[src/rtl/mem_stage_pkg.sv]
// rtl/mem_stage_pkg.sv - memory-op and FSM encodings shared by the MEM stage.
package mem_stage_pkg;

    typedef enum logic [3:0] {
        MEM_NONE = 4'd0,
        MEM_LB   = 4'd1,
        MEM_LBU  = 4'd2,
        MEM_LH   = 4'd3,
        MEM_LHU  = 4'd4,
        MEM_LW   = 4'd5,
        MEM_SB   = 4'd6,
        MEM_SH   = 4'd7,
        MEM_SW   = 4'd8
    } mem_op_e;

    typedef enum logic [1:0] {
        ST_IDLE   = 2'd0,
        ST_ACCESS = 2'd1,
        ST_DONE   = 2'd2
    } state_e;

    function automatic logic op_is_load(input mem_op_e op);
        return op inside {MEM_LB, MEM_LBU, MEM_LH, MEM_LHU, MEM_LW};
    endfunction

    function automatic logic op_is_store(input mem_op_e op);
        return op inside {MEM_SB, MEM_SH, MEM_SW};
    endfunction

    function automatic logic op_misaligned(input mem_op_e op, input logic [1:0] addr_lo);
        return ((op inside {MEM_LH, MEM_LHU, MEM_SH}) && addr_lo[0]) ||
               ((op inside {MEM_LW, MEM_SW}) && (addr_lo != 2'b00));
    endfunction

endpackage

[src/rtl/mem_stage_if.sv]
// rtl/mem_stage_if.sv - data-RAM request/ack bus between the MEM stage and memory.
interface mem_stage_if;
    logic        ram_req;
    logic        ram_we;
    logic [3:0]  ram_sel;
    logic [31:0] ram_addr;
    logic [31:0] ram_wdata;
    logic [31:0] ram_rdata;
    logic        ram_ack;

    modport master (
        output ram_req, ram_we, ram_sel, ram_addr, ram_wdata,
        input  ram_rdata, ram_ack
    );

    modport slave (
        input  ram_req, ram_we, ram_sel, ram_addr, ram_wdata,
        output ram_rdata, ram_ack
    );
endinterface

[src/rtl/mem_align.sv]
// rtl/mem_align.sv - stateless load extension and store byte-lane steering (little-endian).
module mem_align
    import mem_stage_pkg::*;
(
    input  mem_op_e     op_i,
    input  logic [1:0]  addr_lo_i,
    input  logic [31:0] store_data_i,
    input  logic [31:0] rdata_i,
    output logic [3:0]  sel_o,
    output logic [31:0] wdata_o,
    output logic [31:0] load_data_o
);

    logic [7:0]  lane_byte;
    logic [15:0] lane_half;

    always_comb begin
        lane_byte   = rdata_i[{addr_lo_i, 3'b000} +: 8];
        lane_half   = addr_lo_i[1] ? rdata_i[31:16] : rdata_i[15:0];
        sel_o       = 4'b1111;
        wdata_o     = store_data_i;
        load_data_o = rdata_i;
        case (op_i)
            MEM_LB:  load_data_o = {{24{lane_byte[7]}}, lane_byte};
            MEM_LBU: load_data_o = {24'h0, lane_byte};
            MEM_LH:  load_data_o = {{16{lane_half[15]}}, lane_half};
            MEM_LHU: load_data_o = {16'h0, lane_half};
            MEM_SB: begin
                sel_o   = 4'b0001 << addr_lo_i;
                wdata_o = {4{store_data_i[7:0]}};
            end
            MEM_SH: begin
                sel_o   = addr_lo_i[1] ? 4'b1100 : 4'b0011;
                wdata_o = {2{store_data_i[15:0]}};
            end
            default: ;
        endcase
    end

endmodule

[src/rtl/mem_stage.sv]
// rtl/mem_stage.sv - MEM pipeline stage: issues RAM accesses, stalls until ack, aligns loads.
module mem_stage
    import mem_stage_pkg::*;
(
    input  logic        clk,
    input  logic        rst,
    input  logic [3:0]  mem_op,
    input  logic [31:0] mem_addr,
    input  logic [31:0] mem_store_data,
    input  logic [31:0] result_in,
    input  logic        write_reg_en_in,
    input  logic [4:0]  write_reg_addr_in,
    input  logic        write_hilo_en_in,
    input  logic [31:0] write_hi_data_in,
    input  logic [31:0] write_lo_data_in,
    mem_stage_if.master bus,
    output logic        mem_stall_request,
    output logic        addr_error,
    output logic [31:0] result_out,
    output logic        write_reg_en_out,
    output logic [4:0]  write_reg_addr_out,
    output logic        write_hilo_en_out,
    output logic [31:0] write_hi_data_out,
    output logic [31:0] write_lo_data_out
);

    state_e      state_q, state_d;
    logic [31:0] rdata_q;

    mem_op_e     op;
    logic        is_load, is_store, misaligned;
    logic [3:0]  align_sel;
    logic [31:0] align_wdata, load_data;

    assign op         = mem_op_e'(mem_op);
    assign is_load    = op_is_load(op);
    assign is_store   = op_is_store(op);
    assign misaligned = op_misaligned(op, mem_addr[1:0]);

    // Loads are extended from the captured word, so DONE sees stable data after ack drops.
    mem_align u_align (
        .op_i         (op),
        .addr_lo_i    (mem_addr[1:0]),
        .store_data_i (mem_store_data),
        .rdata_i      (rdata_q),
        .sel_o        (align_sel),
        .wdata_o      (align_wdata),
        .load_data_o  (load_data)
    );

    always_ff @(posedge clk) begin
        if (rst) begin
            state_q <= ST_IDLE;
            rdata_q <= 32'h0;
        end else begin
            state_q <= state_d;
            if (bus.ram_req && bus.ram_ack) begin
                rdata_q <= bus.ram_rdata;
            end
        end
    end

    always_comb begin
        state_d            = state_q;
        bus.ram_req        = 1'b0;
        bus.ram_we         = 1'b0;
        bus.ram_sel        = is_load ? 4'b1111 : align_sel;
        bus.ram_addr       = {mem_addr[31:2], 2'b00};
        bus.ram_wdata      = align_wdata;
        mem_stall_request  = 1'b0;
        addr_error         = 1'b0;
        result_out         = result_in;
        write_reg_en_out   = write_reg_en_in & ~is_store;
        write_reg_addr_out = write_reg_addr_in;
        write_hilo_en_out  = write_hilo_en_in;
        write_hi_data_out  = write_hi_data_in;
        write_lo_data_out  = write_lo_data_in;

        case (state_q)
            ST_IDLE: begin
                if (is_load || is_store) begin
                    if (misaligned) begin
                        addr_error        = 1'b1;
                        write_reg_en_out  = 1'b0;
                        write_hilo_en_out = 1'b0;
                    end else begin
                        bus.ram_req       = 1'b1;
                        mem_stall_request = 1'b1;
                        state_d           = bus.ram_ack ? ST_DONE : ST_ACCESS;
                    end
                end
            end
            ST_ACCESS: begin
                bus.ram_req       = 1'b1;
                mem_stall_request = 1'b1;
                if (bus.ram_ack) begin
                    state_d = ST_DONE;
                end
            end
            ST_DONE: begin
                state_d = ST_IDLE;
                if (is_load) begin
                    result_out = load_data;
                end
            end
            default: state_d = ST_IDLE;
        endcase

        bus.ram_we = bus.ram_req & is_store;

        if (rst) begin
            state_d            = ST_IDLE;
            bus.ram_req        = 1'b0;
            bus.ram_we         = 1'b0;
            bus.ram_sel        = 4'b0000;
            bus.ram_addr       = 32'h0;
            bus.ram_wdata      = 32'h0;
            mem_stall_request  = 1'b0;
            addr_error         = 1'b0;
            result_out         = 32'h0;
            write_reg_en_out   = 1'b0;
            write_reg_addr_out = 5'd0;
            write_hilo_en_out  = 1'b0;
            write_hi_data_out  = 32'h0;
            write_lo_data_out  = 32'h0;
        end
    end

endmodule

[src/flat_wrapper.sv]
// flat-port wrapper written by rule: the top's interface ports become plain ports
module mem_stage_flat import mem_stage_pkg::*;
  (clk, rst, mem_op, mem_addr, mem_store_data, result_in, write_reg_en_in, write_reg_addr_in, write_hilo_en_in, write_hi_data_in, write_lo_data_in, mem_stall_request, addr_error, result_out, write_reg_en_out, write_reg_addr_out, write_hilo_en_out, write_hi_data_out, write_lo_data_out, bus_ram_req, bus_ram_we, bus_ram_sel, bus_ram_addr, bus_ram_wdata, bus_ram_rdata, bus_ram_ack);
  mem_stage_if bus_i ();
  input  logic clk;
  input  logic rst;
  input  logic [3:0] mem_op;
  input  logic [31:0] mem_addr;
  input  logic [31:0] mem_store_data;
  input  logic [31:0] result_in;
  input  logic write_reg_en_in;
  input  logic [4:0] write_reg_addr_in;
  input  logic write_hilo_en_in;
  input  logic [31:0] write_hi_data_in;
  input  logic [31:0] write_lo_data_in;
  output logic mem_stall_request;
  output logic addr_error;
  output logic [31:0] result_out;
  output logic write_reg_en_out;
  output logic [4:0] write_reg_addr_out;
  output logic write_hilo_en_out;
  output logic [31:0] write_hi_data_out;
  output logic [31:0] write_lo_data_out;
  output wire logic [$bits(bus_i.ram_req)-1:0] bus_ram_req;
  output wire logic [$bits(bus_i.ram_we)-1:0] bus_ram_we;
  output wire logic [$bits(bus_i.ram_sel)-1:0] bus_ram_sel;
  output wire logic [$bits(bus_i.ram_addr)-1:0] bus_ram_addr;
  output wire logic [$bits(bus_i.ram_wdata)-1:0] bus_ram_wdata;
  input wire logic [$bits(bus_i.ram_rdata)-1:0] bus_ram_rdata;
  input wire logic [$bits(bus_i.ram_ack)-1:0] bus_ram_ack;
  assign bus_ram_req = bus_i.ram_req;
  assign bus_ram_we = bus_i.ram_we;
  assign bus_ram_sel = bus_i.ram_sel;
  assign bus_ram_addr = bus_i.ram_addr;
  assign bus_ram_wdata = bus_i.ram_wdata;
  assign bus_i.ram_rdata = bus_ram_rdata;
  assign bus_i.ram_ack = bus_ram_ack;
  mem_stage u_core (.clk(clk), .rst(rst), .mem_op(mem_op), .mem_addr(mem_addr), .mem_store_data(mem_store_data), .result_in(result_in), .write_reg_en_in(write_reg_en_in), .write_reg_addr_in(write_reg_addr_in), .write_hilo_en_in(write_hilo_en_in), .write_hi_data_in(write_hi_data_in), .write_lo_data_in(write_lo_data_in), .bus(bus_i), .mem_stall_request(mem_stall_request), .addr_error(addr_error), .result_out(result_out), .write_reg_en_out(write_reg_en_out), .write_reg_addr_out(write_reg_addr_out), .write_hilo_en_out(write_hilo_en_out), .write_hi_data_out(write_hi_data_out), .write_lo_data_out(write_lo_data_out));
endmodule
[config.mk]
export PLATFORM = sky130hd
export DESIGN_NAME = mem_stage_flat
export DESIGN_NICKNAME = d
export VERILOG_FILES = /design/src/rtl/mem_stage_pkg.sv /design/src/rtl/mem_stage_if.sv /design/src/rtl/mem_align.sv /design/src/rtl/mem_stage.sv /design/src/flat_wrapper.sv
export SDC_FILE = /design/constraint.sdc
export NUM_CORES = 1
export LEC_CHECK = 0
export CAP_MARGIN = 20
export CORE_AREA = 2 2 148 150
export CTS_CLUSTER_DIAMETER = 30
export DETAILED_ROUTE_END_ITERATION = 10
export DIE_AREA = 0 0 150 152
export GPL_TIMING_DRIVEN = 0
export SKIP_LAST_GASP = 1
export SYNTH_ARGS = -nofsm -noshare
export SYNTH_HDL_FRONTEND = slang
export SYNTH_SLANG_ARGS = --single-unit
[constraint.sdc]
create_clock -name clk -period 2.99 [get_ports clk]
set_input_delay 0.598 -clock clk [delete_from_list [all_inputs] [get_ports clk]]
set_output_delay 0.598 -clock clk [all_outputs]
set_load 0.03 [all_outputs]
== After elaboration in Yosys (flattened, before gate mapping) ==
Index checks and enable logic that the tools add are counted.
Operators by class
  multiplexer cells: 37
  shift operators: 2
  reduce and logical (&&, ||, !) cells: 12
  eq/ne operators: 13
  bitwise logic cells: 3
Operators by type and width (number)
  $mux 32: 7
  $pmux 32 s4: 1
  $pmux 32 s2: 1
  $shiftx 32x6->8: 1
  $eq 4x3->1 const B: 4
  $mux 1: 16
  $mux 16: 1
  $mux 4: 3
  $eq 4x2->1 const B: 2
  $mux 2: 4
  $pmux 4 s2: 1
  $reduce_bool 3->1: 2
  $mux 5: 1
  $reduce_bool 5->1: 1
  $eq 4x1->1 const B: 1
  $eq 4x4->1 const B: 1
  $ne 2x2->1 const B: 2
  $pmux 2 s2: 1
  $reduce_bool 2->1: 2
  $shl 1x2->4 const A: 1
  $logic_and 1x1->1: 3
  $reduce_and 3->1: 1
  $and 1x1->1: 2
  $eq 2x1->1 const B: 1
  other kinds (6): 7
Storage, ports and cells
  output and inout bits: 175
  logic and storage cells: 69
  flip-flop bits (word level): 34
  input port bits: 206

== Longest topological paths before layout ==
  depth after elaboration: 9
  depth in mapped cells: 7
  mapped depth without buffers: 4

== Cells and area by module ==
From an unflattened synthesis, not the netlist that was laid out.
Unflattened totals
  cell total of the unflattened synthesis: 596
  area, all modules: 4036.4 um^2
By module, submodules not included
  mem_stage: cells each 440, sequential area each 680.7 um^2, area each 2842.7 um^2, instances 1
  mem_align: cells each 156, sequential area each 0.0 um^2, area each 1193.6 um^2, instances 1

== Worst setup path after synthesis ==
No wires, ideal clock.
  kind: in2out
  from: input mem_op[1]
  to: output mem_stall_request
  cell stages on the path: 6
  path buffers: 2
  path slack: -0.071 ns
  data required time: 2.392 ns
  arrival time: 2.463 ns
  cells stage by stage: buf_6 > nor3_4 > a31oi_1 > a21boi_0 > nor3_1 > buf_4
Between the ends
  cells in the longest elaborated chain, start to end: 8
  elaborated cells between the ends (all ways): 20
  those cells by class: eq/ne (8); mux (4); reduce/logical (8)
Ends and longest elaborated chain
  from (decl): line flat_wrapper.sv:7  | input logic [3:0] mem_op;
  $eq 4x2->1, or another cell as far along: line mem_stage_pkg.sv:23, mem_stage_pkg.sv:31
  $reduce_bool 3->1 / $reduce_bool 2->1 (equally long branches): line mem_stage_pkg.sv:31, mem_stage_pkg.sv:32
  $logic_and 1x1->1 (on tied branches): line mem_stage_pkg.sv:31, mem_stage_pkg.sv:32
  $logic_or 1x1->1: line mem_stage_pkg.sv:31  | return ((op inside {MEM_LH, MEM_LHU, MEM_SH}) && addr_lo[0]) ||
  $mux 1
  $mux 1 (*)
  $pmux 1 s2 (*)
  $mux 1 (*)
  to (decl): line flat_wrapper.sv:16  | output logic mem_stall_request;
Mark *: on every way between the ends. The rest lies on a longest branch, timed or not.

== Worst setup path after layout ==
  from: input mem_op[2]
  to: output result_out[18]
Between the ends
  cells in the longest elaborated chain, start to end: 5
  elaborated cells between the ends (all ways): 10
  those cells by class: eq/ne (5); mux (4); reduce/logical (1)
Ends and longest elaborated chain
  $eq 4x3->1, or another cell as far along: line mem_stage_pkg.sv:23, mem_align.sv:23
  $pmux 32 s4 / $reduce_bool 5->1 (equally long branches): line mem_align.sv:23, mem_stage_pkg.sv:23
  $mux 32 (*): line mem_stage.sv:102  | if (is_load) begin
  $mux 32 (*): line mem_stage.sv:79  | case (state_q)
  $mux 32 (*): line mem_stage.sv:111  | if (rst) begin
  to (decl): line flat_wrapper.sv:18  | output logic [31:0] result_out;
Marked as above.

==> metrics.md <==
| Metric | Value |
|---|---|
| Outcome | finished, final reports clean |
| Synth Area in Adders | 0 |
| CP Cell Sequence | buf_2, buf_4, o21a_1, or3_1, o211ai_4, buf_6, o2bb2ai_1, clkdlybuf4s15_2 |
| Max-slew violations | 0 |
| Yosys warns | 0 |
| Fin crit period | roughly 3000 ps |
| Xor/xnor share of the synthesized area | 0.00436 |
| FF+latch area | 682 um^2 |
| Pre-CTS setup slack | -1250 ps |
| Highest-delay cell along the critical path | or3_1 |
| Worst setup SP type | input pin |
| Core area | between 20,000 and 25,000 um^2 |
| Worst Setup EP | result_out[18] |
| Dominant synthesized flop cell | dfxtp_1 |
| Commonest cells after routing, fill and taps aside | 283 x clkdlybuf4s50_1, 133 x nor2b_1, 44 x a21oi_1 |
| Sequential-to-total area share from yosys stat | 0.170 |
| Avg Cell Area, Syn | 7.84 um^2 |
| Final WS setup | 29.9 ps |
| Hold-fix buffers, CTS | 0 |
| NetSw | 875 uW |
| CTS tree | done |
| Fin crit share | 0.990 |
| Post-DR wirelength/cell | around 19 um |
| Buffers on Ports | ~370 |
| Iter 0 DRT Violations | 294 |
| Largest net degree at the start of global routing | 12 |
| Post-synth EDFFs | 0 |
| Total Neg Setup Slack | 0 ps |
| # DRC | 0 |
| Area Overhead vs Synth | 113% |
| RR Startpoint | u_core.state_q[1]$_SDFFE_PP0P_ |
| Clock skew | a little under 4 ps |
| Max-cap violations | 0 |
| Flop2flop setup slack | 1030 ps |
| Synthesized-area fraction occupied by ao, oa, aoi and oai cells | 0.216 |
| Chip height | 152 um |
| Depth of the worst register-to-register path | 5 |
| Main combinational cell family by area after synthesis | simple AND/OR/NAND/NOR gates |
| Crit path required time | 2390 ps |
| Later-pin clock latency in the skew report | 280 ps |
| Cell total after placement | between 1k and 1.5k |
| CP Class | in -> out |
| Mux share of post-synthesis cell area | 0.190 |
| Logic pwr share | 0.531 |
| CTS Buffer Depth | 2 |
| M1 WL | around 11,000 um |
| Final Instance Count excl. Fillers | 1,201 |
| Clk pwr share | 0.250 |
| Total Wirelength | 23,000 um |
| Initial Util | 0.188 |
| Global-route wire length before repair | 33,900 um |
| Slew headroom | 0.603 |
| Number of global-route vias before repair | 5,410 |
| FILL cells | 2,258 |
| Clk sinks | 34 |
| CP max stage delay | 420 ps |
| Layout cells sized above 1 | 0.240 |
| Vias per inst | roughly 4.4 |
| Switching share of power | 0.368 |
| Chip width | approximately 150 um |
| Yosys cell types | 60 |
| Final hold vios | 0 |
| Hold WC Path Type | reg -> reg |
| Internal | about 1.5 mW |
| Ys async rst share | 0 |
| 1st-pass router iterations | 4 |
| Tot GR Track Use | 0.192 |
| Vias | 5,272 |
| Top sig layer | met5 |
| # setup viols final | 0 |
| WP data arrival | 2360 ps |
| RePlAce Congestion | 0.833 |
| Gr ovfl total | 0 |
| CTS Buf Count | 5 |
| Synth Area in Simple Gates | 0.341 |
| Boundary pin count | between 300 and 400 |
| CTS clock-pin slew for the worst setup and hold paths | around 60 ps |
| H-tree depth | 2 |
| Post-route core utilization | 0.401 |
| Reg-to-Reg End | u_core.rdata_q[24]$_SDFFE_PP0P_ |
| Initial antenna violation count | 3 |
| DP Wirelength | 18,500 um |
| Crit. End Element | output pin |
| Tightest Pin Transition | 595 ps |
| Area of the multi-input gates | 3210 um^2 |
| Sequential power share | 0.219 |
| RSZ-0062 raised after global routing | true |
| Nets | around 1.1k |
| Number of synthesized register bits | 34 |
| Mapped Cells | 512 |
| Row count | 54 |
| PD cells | 278 nW/um^2 |
| Static leakage | 3.68 nW |
| Max Fclk | 0.338 GHz |
| Root buf cell | clkbuf_16 |
| DR WL met3 | about 1500 um |
| Commonest non-fill, non-tap cell in the layout | clkdlybuf4s50_1 |
| Syn Std Cell Area | about 4000 um^2 |
| Antenna Nets Post-Route | 0 |
| Crit Path Max Fanout | 10 |
| Worst vdd ir | 0.214 mV |
| Met2 WL | ~10,000 um |
| Setup crit start | mem_op[2] |
| Die Area | 22,800 um^2 |
## Yosys cell counts (all sizes together), types with 4 or more instances
cell / count / area (um^2)
buf: 24 / 150
o2bb2ai: 23 / 201
mux2i: 9 / 90.1
nor2b: 133 / 832
or3: 8 / 50.1
o211ai: 8 / 65.1
o221a: 7 / 78.8
clkbuf: 27 / 103
mux2: 34 / 492
mux4: 8 / 180
a21oi: 44 / 220
nor3: 5 / 41.3
nor4b: 4 / 56.3
a211oi: 8 / 60.1
nand2: 27 / 101
o21ai: 12 / 60.1
dfxtp: 34 / 681
inv: 17 / 63.8
nor2: 38 / 143
## kinds of logic (layout without fill, tap and decap cells)
| family | Yosys count | count (layout) |
|---|---|---|
| compound gates | 122 | 122 |
| mux | 51 | 51 |
| other cells | 1 | 3 |
| flops | 34 | 34 |
| buf+inv | 68 | 475 |
| simple gates | 234 | 234 |
| xor+xnor | 2 | 2 |
## worst min path at each step
stage	cells after the start	startpoint	end	slack (ps)
after detailed placement	1	u_core.state_q[1]$_SDFFE_PP0P_	u_core.state_q[0]$_SDFFE_PP0P_	600
after global placement	1	u_core.state_q[1]$_SDFFE_PP0P_	u_core.state_q[0]$_SDFFE_PP0P_	610
after global routing	1	u_core.state_q[1]$_SDFFE_PP0P_	u_core.state_q[0]$_SDFFE_PP0P_	600
final	1	u_core.state_q[1]$_SDFFE_PP0P_	u_core.state_q[0]$_SDFFE_PP0P_	570
after floorplan	1	u_core.state_q[1]$_SDFFE_PP0P_	u_core.state_q[0]$_SDFFE_PP0P_	530
after CTS	1	u_core.state_q[1]$_SDFFE_PP0P_	u_core.state_q[0]$_SDFFE_PP0P_	640
## per-layer routing
layer | vias to the layer above | track usage
li1 | 2599 | -
met1 | 2456 | 0.276
met2 | 191 | 0.302
met3 | 22 | 0.0348
met4 | 4 | 0.0355
met5 | - | 0
## flip-flops by register name, indices dropped and copies added, names as in the netlist
signal / cells
u_core.state_q: 2
u_core.rdata_q: 32
## power groups by stage
stage | Clock [mW] | Sequential [mW] | Combinational [mW]
global placement | 0 | 0.529 | 1.25
detailed placement | 0 | 0.529 | 1.25
CTS | 0.599 | 0.519 | 1.26
floorplan | 0 | 0.510 | 0.631
finish | 0.595 | 0.521 | 1.26
global route | 0.624 | 0.523 | 1.34
## repair_timing
| item | 4_1_cts | 5_1_grt |
|---|---|---|
| cloned | 0 | 2 |
| setup buffers | 13 | 10 |
| endpoints found under the setup margin | 173 | 80 |
| endpoints found under the hold margin | 0 | 0 |
| resized for setup | 253 | 123 |
| pin swaps | 8 | 5 |
## critical path, delay by kind of cell
| kind | cells | cell delay (ps) |
|---|---|---|
| compound gates | 3 | 550 |
| simple gates | 1 | 420 |
| buf+inv | 4 | 790 |
## area by class of cell
cell class	count	area share
diodes	1	0.000292
plain buffers	51	0.0415
clock buffers	5	0.0146
clock inverters	3	0.00467
inverters	17	0.00745
multi-input cells	411	0.375
flip-flops and latches	34	0.0796
well taps	280	0.0409
repair buffers	399	0.436
## per-stage QoR
step	area, um^2	power (mW)	hold slack [ps]
2_1_floorplan	4030	1.14	532
3_3_place_gp	8120	1.78	608
3_5_place_dp	8120	1.78	605
4_1_cts	8540	2.38	638
5_1_grt	8570	2.48	598
6_report	8570	2.38	568
(Power assumes the default switching activity.)
